==> config.mk <==
export PLATFORM = sky130hd
export DESIGN_NAME = prog_ctr
export DESIGN_NICKNAME = d
export VERILOG_FILES = /design/src/rtl/prog_ctr.sv
export SDC_FILE = /design/constraint.sdc
export NUM_CORES = 1
export LEC_CHECK = 0
export BUFFER_PORTS_ARGS = -buffer_cell sky130_fd_sc_hd__buf_2
export CORE_MARGIN = 1.5
export CORE_UTILIZATION = 52
export DETAILED_ROUTE_END_ITERATION = 10
export GPL_TIMING_DRIVEN = 1
export PLACE_DENSITY = 0.82
export SYNTH_ARGS = -nofsm -noshare
export SYNTH_HDL_FRONTEND = slang
export SYNTH_SLANG_ARGS = --single-unit
==> constraint.sdc <==
create_clock -name Clk -period 2.15 [get_ports Clk]
set_input_delay 0.43 -clock Clk [delete_from_list [all_inputs] [get_ports Clk]]
set_output_delay 0.43 -clock Clk [all_outputs]
set_load 0.03 [all_outputs]
==> src/rtl/prog_ctr.sv <==
// ---------------------------------------------------------------------------
// prog_ctr -- program counter and run/halt sequencer for a small microcoded
// engine. Produces the instruction-ROM fetch address each cycle, tracks the
// IDLE/RUN/HALT execution state and counts the cycles spent running.
//
// Parameters
//   D   : program-counter width (instruction ROM address width)
//   OW  : signed relative-branch offset width
//   CW  : cycle-counter width
//
// Ports
//   Clk       in   single clock, all state changes on the rising edge
//   Reset_n   in   asynchronous active-low reset
//   Start     in   begin execution at address 0 (from IDLE or HALT)
//   Halt      in   decoded halt instruction, stop fetching
//   Stall     in   hold the current fetch address for this cycle
//   AbsJump   in   unconditional jump to Target
//   Target    in   absolute jump address [D]
//   RelJump   in   conditional relative branch present
//   Taken     in   branch condition true (qualifies RelJump)
//   Offset    in   two's-complement branch offset [OW]
//   PrgCtr    out  fetch address [D]
//   Running   out  high while in RUN
//   Done      out  high while in HALT
//   CycleCnt  out  saturating count of RUN cycles for this program [CW]
// ---------------------------------------------------------------------------
module prog_ctr #(
    parameter int D  = 12,
    parameter int OW = 8,
    parameter int CW = 16
) (
    input  logic          Clk,
    input  logic          Reset_n,
    input  logic          Start,
    input  logic          Halt,
    input  logic          Stall,
    input  logic          AbsJump,
    input  logic [D-1:0]  Target,
    input  logic          RelJump,
    input  logic          Taken,
    input  logic [OW-1:0] Offset,
    output logic [D-1:0]  PrgCtr,
    output logic          Running,
    output logic          Done,
    output logic [CW-1:0] CycleCnt
);

    typedef enum logic [1:0] {
        IDLE = 2'd0,
        RUN  = 2'd1,
        HALT = 2'd2
    } state_t;

    state_t        state;
    state_t        state_next;
    logic [D-1:0]  pc_next;
    logic [CW-1:0] cnt_next;
    logic [D-1:0]  offset_ext;
    logic          cnt_full;

    // Sign-extend (or truncate) the offset to PC width; the add below then
    // wraps modulo 2^D in both directions for free.
    assign offset_ext = D'($signed(Offset));
    assign cnt_full   = &CycleCnt;

    // NOTE: every signal driven here gets a default first, so no path through
    // the case statement can leave one unassigned and infer a latch.
    always_comb begin
        state_next = state;
        pc_next    = PrgCtr;
        cnt_next   = CycleCnt;

        case (state)
            IDLE: begin
                if (Start) begin
                    state_next = RUN;
                    pc_next    = '0;
                    cnt_next   = '0;
                end
            end

            RUN: begin
                // Every RUN cycle counts, including stalls and the cycle in
                // which Halt is seen.
                cnt_next = cnt_full ? CycleCnt : CycleCnt + CW'(1);

                if (Halt) begin
                    state_next = HALT;          // PC keeps the halt address
                end else if (Stall) begin
                    pc_next = PrgCtr;
                end else if (AbsJump) begin
                    pc_next = Target;
                end else if (RelJump && Taken) begin
                    pc_next = PrgCtr + offset_ext;
                end else begin
                    pc_next = PrgCtr + D'(1);
                end
            end

            HALT: begin
                if (Start) begin
                    state_next = RUN;
                    pc_next    = '0;
                    cnt_next   = '0;
                end
            end

            default: begin
                state_next = IDLE;
                pc_next    = '0;
                cnt_next   = '0;
            end
        endcase
    end

    // Running/Done are flopped from the next state so every output comes
    // straight from a register.
    // NOTE: sequential state uses non-blocking assignments so all flops
    // update together from the same pre-edge values.
    always_ff @(posedge Clk or negedge Reset_n) begin
        if (!Reset_n) begin
            state    <= IDLE;
            PrgCtr   <= '0;
            CycleCnt <= '0;
            Running  <= 1'b0;
            Done     <= 1'b0;
        end else begin
            state    <= state_next;
            PrgCtr   <= pc_next;
            CycleCnt <= cnt_next;
            Running  <= (state_next == RUN);
            Done     <= (state_next == HALT);
        end
    end

endmodule

### Word-level counts from Yosys, hierarchy flattened

Index checks and enable logic that the tools add are counted.

| cells by class | value |
|---|---|
| add/sub/neg operators | 3 |
| eq/ne operators | 8 |
| mux-type cells | 12 |
| reduce and logical (&&, ||, !) cells | 6 |

Operators by type and width:

| cell | count |
|---|---|
| 2-to-1 mux 12 bit | 5 |
| 2-to-1 mux 16 bit | 2 |
| one-hot mux 16 bit (2 select lines) | 1 |
| one-hot mux 12 bit (2 select lines) | 1 |
| adder 16 x 1 -> 16 bit (second input constant) | 1 |
| AND reduction 16 bit | 1 |
| adder 12 x 1 -> 12 bit (second input constant) | 1 |
| adder 12 bit | 1 |
| != test 2 bit (second input constant) | 3 |
| equality test 2 x 1 -> 1 bit (second input constant) | 2 |
| equality test 2 bit (second input constant) | 2 |
| 2-to-1 mux 2 bit | 2 |
| one-hot mux 2 bit (2 select lines) | 1 |
| AND reduction 3 bit | 1 |
| logical NOT 2 bit | 1 |
| != test 2 x 1 -> 1 bit (second input constant) | 1 |
| AND reduction 2 bit | 1 |
| OR reduction 2 bit | 1 |
| logical AND 1 bit | 1 |

| storage, ports and cells | value |
|---|---|
| register bits | 32 |
| input bits | 28 |
| output and inout port bits | 30 |
| logic and storage cells | 34 |

### Logic depth before layout (Yosys ltp)

Gate-level depths: netlist of run 1.

| depth | value |
|---|---|
| depth after elaboration | 6 |
| depth in mapped cells | 10 |
| mapped depth without buffers | 10 |

### Worst setup path after synthesis of run 1

OpenSTA, ideal clock, no wires.

| timing | value |
|---|---|
| path type | reg-to-reg |
| start | reg PrgCtr[0] |
| end | reg PrgCtr[8] |
| library setup time | 0.131 ns |
| arrival time | 2.106 ns |
| data required time | 2.019 ns |
| path slack | -0.087 ns |
| stages on the path, launching flop included | 10 |
| path buffers | 0 |
| period minus slack after synthesis | 2.237 ns |
| cells stage by stage | dfrtp_1 -> ha_1 -> inv_1 -> fa_1 -> nor2b_1 -> o31ai_1 -> a21oi_1 -> mux2i_1 -> xor2_1 -> o21ai_0 |

| between the ends | value |
|---|---|
| cells in the longest elaborated chain, start to end | 6 |
| elaborated cells between the ends (all ways) | 7 |
| classes of those cells | add/sub: 2; mux: 5 |

Ends and longest elaborated chain:

| element | line | text |
|---|---|---|
| start, declared | 42 | `output logic [D-1:0] PrgCtr,` |
| start signal, assigned | 129 | `PrgCtr <= pc_next;` |
| adder 12 x 1 -> 12 bit or adder 12 bit (tied branches) | 96, 94 |  |
| 2-to-1 mux 12 bit (*) | 93 | `end else if (RelJump && Taken) begin` |
| 2-to-1 mux 12 bit (*) | 91 | `end else if (AbsJump) begin` |
| 2-to-1 mux 12 bit (*) | 89 | `end else if (Stall) begin` |
| 2-to-1 mux 12 bit (*) | 87 | `if (Halt) begin` |
| one-hot mux 12 bit (2 select lines) (*) | 73 | `case (state)` |

Every way passes the cells marked *; elsewhere a longest branch is shown, timed or not. The select of a mux whose other input is x is not followed.
A chain may end at the register's enable or synchronous reset.

### Worst setup path after layout of run 1

| timing | value |
|---|---|
| start | in RelJump |
| end | reg PrgCtr[5] |

| between the ends | value |
|---|---|
| cells in the longest elaborated chain, start to end | 6 |

Ends and longest elaborated chain:

| element | line | text |
|---|---|---|
| start, declared | 39 | `input logic RelJump,` |
| logical AND 1 bit | 93 |  |
| 2-to-1 mux 12 bit | 93 |  |
| 2-to-1 mux 12 bit | 91 |  |
| 2-to-1 mux 12 bit | 89 |  |
| 2-to-1 mux 12 bit | 87 |  |
| one-hot mux 12 bit (2 select lines) | 73 |  |

Every way passes these cells. The select of a mux whose other input is x is not followed.

==> results of run 1 <==
[flip-flops by register name, indices dropped and copies added (netlist names)]
signal / flops
CycleCnt: 16
Done: 1
PrgCtr: 12
Running: 1
state: 2
[where the power goes]
group	internal [mW]	switching (mW)	leakage, nW
logic	0.176	0.293	0.823
registers	0.651	0.0529	0.436
clock network	0.227	0.223	0.0422
[layout make-up]
cell class | instances | area share (%)
timing repair buffer | 76 | 16.6
clock inverter | 1 | 0.194
clock buffer | 7 | 2.95
tap | 48 | 2.32
inverter | 6 | 0.872
sequential | 32 | 31.0
multi-input combinational | 177 | 46.1
[per-layer routing]
metal  vias up  track usage, %  part of all wire, %
met2        64            39.9                   48
met5         -               0                    0
met4         0            7.98                  1.6
met1       950            33.0                   45
li1        954               -                    -
met3         8            5.38                  6.1
[cell families after synthesis]
family                     Yosys count
AOI/OAI and AO/OA                   57
xor gates and xnor gates            15
adders and majority gates            9
buffers and inverters                9
DFF                                 32
muxes                                5
and+or+nand+nor                     91
[through the flow]
stage                     total power, mW  hold slack (ns)
after global routing                 1.70            0.249
after global placement               1.16            0.497
after detailed placement             1.17            0.504
after floorplan                      1.00            0.134
final                                1.62            0.191
after CTS                            1.62            0.213
[worst paths after layout]
path / cells after the start / endpoint / slack [ns] / start
worst max-delay path: 11 / PrgCtr[5] / 0.06 / RelJump
worst min-delay path: 1 / CycleCnt[9] / 0.19 / Reset_n
worst max register to register: 6 / CycleCnt[3] / 0.11 / state[1]
worst min register to register: 1 / CycleCnt[6] / 0.51 / CycleCnt[6]
max in group asynchronous: 1 / PrgCtr[0] / 1.47 / Reset_n
min in group Clk: 3 / PrgCtr[8] / 0.38 / Target[8]
[critical path: stages]
cell and delay, ns:
buf_2 0.14, and3_1 0.19, ha_1 0.29, buf_4 0.15, o21ai_0 0.20, nor2_1 0.13, buf_4 0.15, o21a_1 0.16
nor2_1 0.11, xor2_1 0.19, o21ai_0 0.10
[repair_timing]
item                                    CTS  global route
endpoints found under the setup margin    0             5
setup buffers                             0             1
hold buffers                              0             0
resized for setup                         0             7
[placed cells by master, fill, tap and decap left out, types with 2 or more instances in the layout]
master,n
xnor2_1,6
nand3b_1,2
nand4_1,4
or3_1,3
a211oi_1,2
a22oi_1,5
or4_4,2
o31ai_1,3
a21oi_1,6
o21ai_0,18
xor2_1,9
and2_1,2
buf_4,19
o21ai_1,4
nor3_1,6
or2_4,2
clkbuf_1,2
o21a_1,2
nor2b_1,2
nand3_1,11
and3_1,10
or2_2,2
inv_1,6
a22o_1,2
clkbuf_8,5
mux2i_1,4
nor2_1,22
nand2_1,16
buf_2,57
o22ai_1,2
ha_1,7
nand2b_1,3
dfrtp_1,31
a31oi_1,2
==> flow_summary_export.csv, run 1 <==
group,metric,value,unit
cts,cts_tree,"done",
logic_synthesis,synth_mux_area_share,2.51,%
logic_synthesis,synth_top_family_by_area,"simple AND/OR/NAND/NOR gates",
cts,clockRootBuffer,"clkbuf_8",
cts,clk_pin_slew,0.07,ns
route,drt_pre_antenna_iters,4,
logic_synthesis,ys_async_sr_fraction,100,%
finish,design_area,0.00258,mm²
floorplan,die-area,0.00421,mm²
sta,maxSlewHeadroom,53.0,%
critical_path,crit_type,"in2reg",
route,vias_per_cell,5.69,
logic_synthesis,synthFlopType,"dfrtp_1",
place,hpwl,3.65,mm
logic_synthesis,synth_fa_ha_area_share,6.03,%
power_and_ir_drop,cellPowerDensity,628,mW/mm²
finish,regArea,802,µm²
floorplan,io_pins,58,
cts,cts_buffer_depth,2,
logic_synthesis,seq_area_frac_synth,40.2,%
sta,finalHoldViolations,0,
cts,insertion_delay,0.28,ns
floorplan,core_area,0.00366,mm²
finish,final_util,70.6,%
status,status,"complete, no violations",
critical_path,crit_required,2.31,ns
power_and_ir_drop,p_leak,1.30,nW
cts,numCtsBuffers,5,
logic_synthesis,synth_cell_type_count,45,
sta,setup_slack,0.0614,ns
route,drt-initial-drc-count,143,
critical_path,endpoint_kind,"register",
global_route,grt_overflow_total,0,
global_route,grt_pass1_wl,8.04,mm
sta,fmax,479,MHz
finish,fillCellCount,310,
logic_synthesis,ys_top_cells_by_area,"dfrtp_1, ha_1, o21ai_0",
critical_path,worst-endpoint-arrival,2.25,ns
sta,finClkSkew,0.00640,ns
route,vias,1976,
sta,min_period,2.09,ns
route,ant_nets,0,
power_and_ir_drop,ir_worst_vdd,0.559,mV
floorplan,die_w,64.9,µm
worst_hold_path,hold_path_class,"in2async",
floorplan,num_rows,22,
logic_synthesis,synth.top_cell.area_share,40.2,%
floorplan,start_util,54.4,%
logic_synthesis,yosys.area_share.simple,23.6,%
route,routed_wl,4.98,mm
cts,numClockSinks,32,
logic_synthesis,synth_xor_area_share,6.60,%
cts,htreeDepth,2,
logic_synthesis,postSynthCellCount,218,
finish,diodes,0,
logic_synthesis,ys_seq_elements,32,
logic_synthesis,postSynthAreaPerCell,9.14,µm²
global_route,grt_max_degree,33,
finish,fin_nets,335,
global_route,grt_pass1_vias,1761,
finish,layout.cells.non_filler,347,
global_route,antenna_found_initial,0,
place,portBuffers,57,
logic_synthesis,synth_compound_area_share,19.0,%
place,gp_routability_congestion,0.891,
place,post-place-ws,-0.207,ns
logic_synthesis,post-synth-top-count-cell,"dfrtp_1",
logic_synthesis,syn_area,0.00199,mm²
global_route,track_usage,24.7,%
finish,syn_to_final_growth,29.7,%
run,maxCapViolCount,0,
critical_path,worstPathMaxFanout,8,
place,dpl.cell_count,338,
route,drc,0,
sta,min_period_over_period,97.1,%
critical_path,critPathLaunchType,"input port",
route,avgRoutedWirePerCell,14.4,µm
logic_synthesis,syn_nets,255,
sta,finalSetupViolCount,0,
logic_synthesis,yosysWarnings,0,
logic_synthesis,netlist.top_cell.by_area,"dfrtp_1",
sta,slew_viol_final,0,
finish,drive_gt1_share,33.4,%
finish,multi_input_area,0.00119,mm²
sta,tns,0,ns
floorplan,dieHeight,64.9,µm
logic_synthesis,synth_edf_count,0,
place,postPlaceCellArea,0.00247,mm²
sta,tightest_slew,0.706,ns
logic_synthesis,synth_common_cells,"dfrtp_1, nor2_1, o21ai_0",
Power figures use the tool's default switching activity.
==> run 2: changes to the inputs <==
Settings changed: CORE_ASPECT_RATIO set to 1.4.
==> flow_summary_export.csv, run 2 (synthesis gave the netlist of run 1 again) <==
group,metric,value,unit
status,status,"complete, no violations",
finish,layout.cells.non_filler,339,
critical_path,endpoint_kind,"register",
route,wl_met3,229,µm
worst_hold_path,hold_path_class,"in2async",
sta,hold_ws,0.198,ns
cts,numCtsBuffers,5,
power_and_ir_drop,finalPower,1.64,mW
sta,finClkSkew,0.00507,ns
floorplan,io_pins,58,
sta,setup_slack,0.111,ns
power_and_ir_drop,p_leak,1.30,nW
place,dpl.cell_count,331,
cts,htreeDepth,2,
cts,clockRootBuffer,"clkbuf_8",
cts,postCtsResizedCells,0,
finish,fin_nets,333,
critical_path,cp_top_family,"simple AND/OR/NAND/NOR gates",
critical_path,critPathLaunchType,"register",
critical_path,cp_common_cell,"or2_4",
critical_path,crit_required,2.31,ns
cts,hold_buffers,0,
power_and_ir_drop,cellPowerDensity,636,mW/mm²
critical_path,worst_path_largest_cell_delay,0.53,ns
route,met2_length,2.50,mm
floorplan,num_rows,26,
route,vias,1940,
power_and_ir_drop,ir_worst_vdd,0.527,mV
route,vias_per_cell,5.72,
place,post-place-ws,-0.236,ns
global_route,grt_pass1_wl,8.61,mm
finish,top_regs,"CycleCnt: 16 flops, PrgCtr: 12 flops, state: 2 flops",
finish,regMostFlops,"CycleCnt",
finish,diodes,0,
critical_path,slowest_stage,"or4_4",
sta,tightest_slew,0.707,ns
floorplan,die_w,55.3,µm
sta,finalSetupViolCount,0,
global_route,grt_pass1_vias,1860,
cts,post-cts-setup-buffer-count,0,
finish,syn_to_final_growth,29.3,%
finish,largest_reg_flops,16,
route,ant_nets,0,
critical_path,worstPathMaxFanout,9,
finish,final_common_cell,"buf_2",
sta,fmax,490,MHz
power_and_ir_drop,p_int,1.09,mW
place,gp_routability_congestion,0.906,
critical_path,worst-endpoint-arrival,2.20,ns
finish,final_cell_mix,"buf_2, dfrtp_1, nor2_1",
route,dr.max_layer_used,"met4",
cts,numClockSinks,32,
floorplan,dieHeight,76.2,µm
route,drc,0,
cts,cts_buffer_depth,2,
power_and_ir_drop,clkPwrFrac,28.8,%
cts,clk_pin_slew,0.07,ns
power_and_ir_drop,p_seq_share,43.1,%
global_route,grt_max_degree,33,
sta,slew_viol_final,0,
route,avgRoutedWirePerCell,14.4,µm
route,routed_wl,4.89,mm
global_route,antenna_found_initial,0,
sta,finalHoldViolations,0,
power_and_ir_drop,p_sw_share,33.7,%
run,maxCapViolCount,0,
place,hpwl,3.71,mm
global_route,grt_overflow_total,0,
global_route,track_usage,25.2,%
finish,drive_gt1_share,33.0,%
floorplan,die-area,0.00422,mm²
power_and_ir_drop,p_comb_share,28.1,%
critical_path,crit_type,"reg2reg",
route,drt_pre_antenna_iters,4,
floorplan,core_area,0.00364,mm²
sta,min_period_over_period,94.8,%
cts,cts_tree,"done",
power_and_ir_drop,p_sw,552,µW
critical_path,cp_cell_sequence,"nand2b_1, or4_4, or2_4, o21ai_4, or2_4, o21ai_1",
cts,insertion_delay,0.28,ns
route,wl_met1,2.10,mm
floorplan,start_util,54.7,%
critical_path,path_buf_inv,0,
route,drt-initial-drc-count,66,
sta,rsz0062_at_grt,"true",
place,portBuffers,57,
sta,tns,0,ns
sta,min_period,2.04,ns
sta,maxSlewHeadroom,52.8,%
[run 2: area by class of cell]
cell class	count	area [µm²]
fill	295	1070
inverter	6	22.5
tap	42	52.6
sequential	32	802
timing repair buffer	74	413
multi-input combinational	177	1200
clock buffer	8	90.1
[run 2: final timing paths]
check,start,end,slack (ns),cells past startpoint
max in group asynchronous,Reset_n,PrgCtr[0],1.45,1
worst min register to register,CycleCnt[6],CycleCnt[6],0.51,1
worst min-delay path,Reset_n,PrgCtr[9],0.20,1
min in group Clk,Target[11],PrgCtr[11],0.40,3
worst max-delay path,state[1],CycleCnt[2],0.11,6
worst max register to register,state[1],CycleCnt[2],0.11,6
[run 2: metal layers]
| layer | vias to the layer above | global-route usage (%) |
|---|---|---|
| li1 | 953 | - |
| met1 | 925 | 31.8 |
| met2 | 56 | 42.5 |
| met3 | 6 | 5.43 |
| met4 | 0 | 8.29 |
| met5 | - | 0 |
[run 2: worst reg2reg max path: cells and delay by family, from the launching register on]
kind               cells  cell delay, ns
AOI/OAI and AO/OA      2            0.34
DFF                    1            0.40
and+or+nand+nor        4            1.18
[run 2: stage by stage]
step | util [%] | cell area [µm²]
2_1_floorplan | - | 2000
3_3_place_gp | 67.3 | 2450
3_5_place_dp | 67.3 | 2450
4_1_cts | 69.7 | 2540
5_1_grt | 70.7 | 2580
6_report | 70.7 | 2580
[run 2: power by group through the flow]
stage | combinational [mW] | sequential (mW) | clock (mW)
floorplan | 0.213 | 0.787 | 0
global route | 0.505 | 0.715 | 0.514
finish | 0.460 | 0.706 | 0.472
global placement | 0.444 | 0.714 | 0
detailed placement | 0.452 | 0.716 | 0
CTS | 0.453 | 0.705 | 0.485
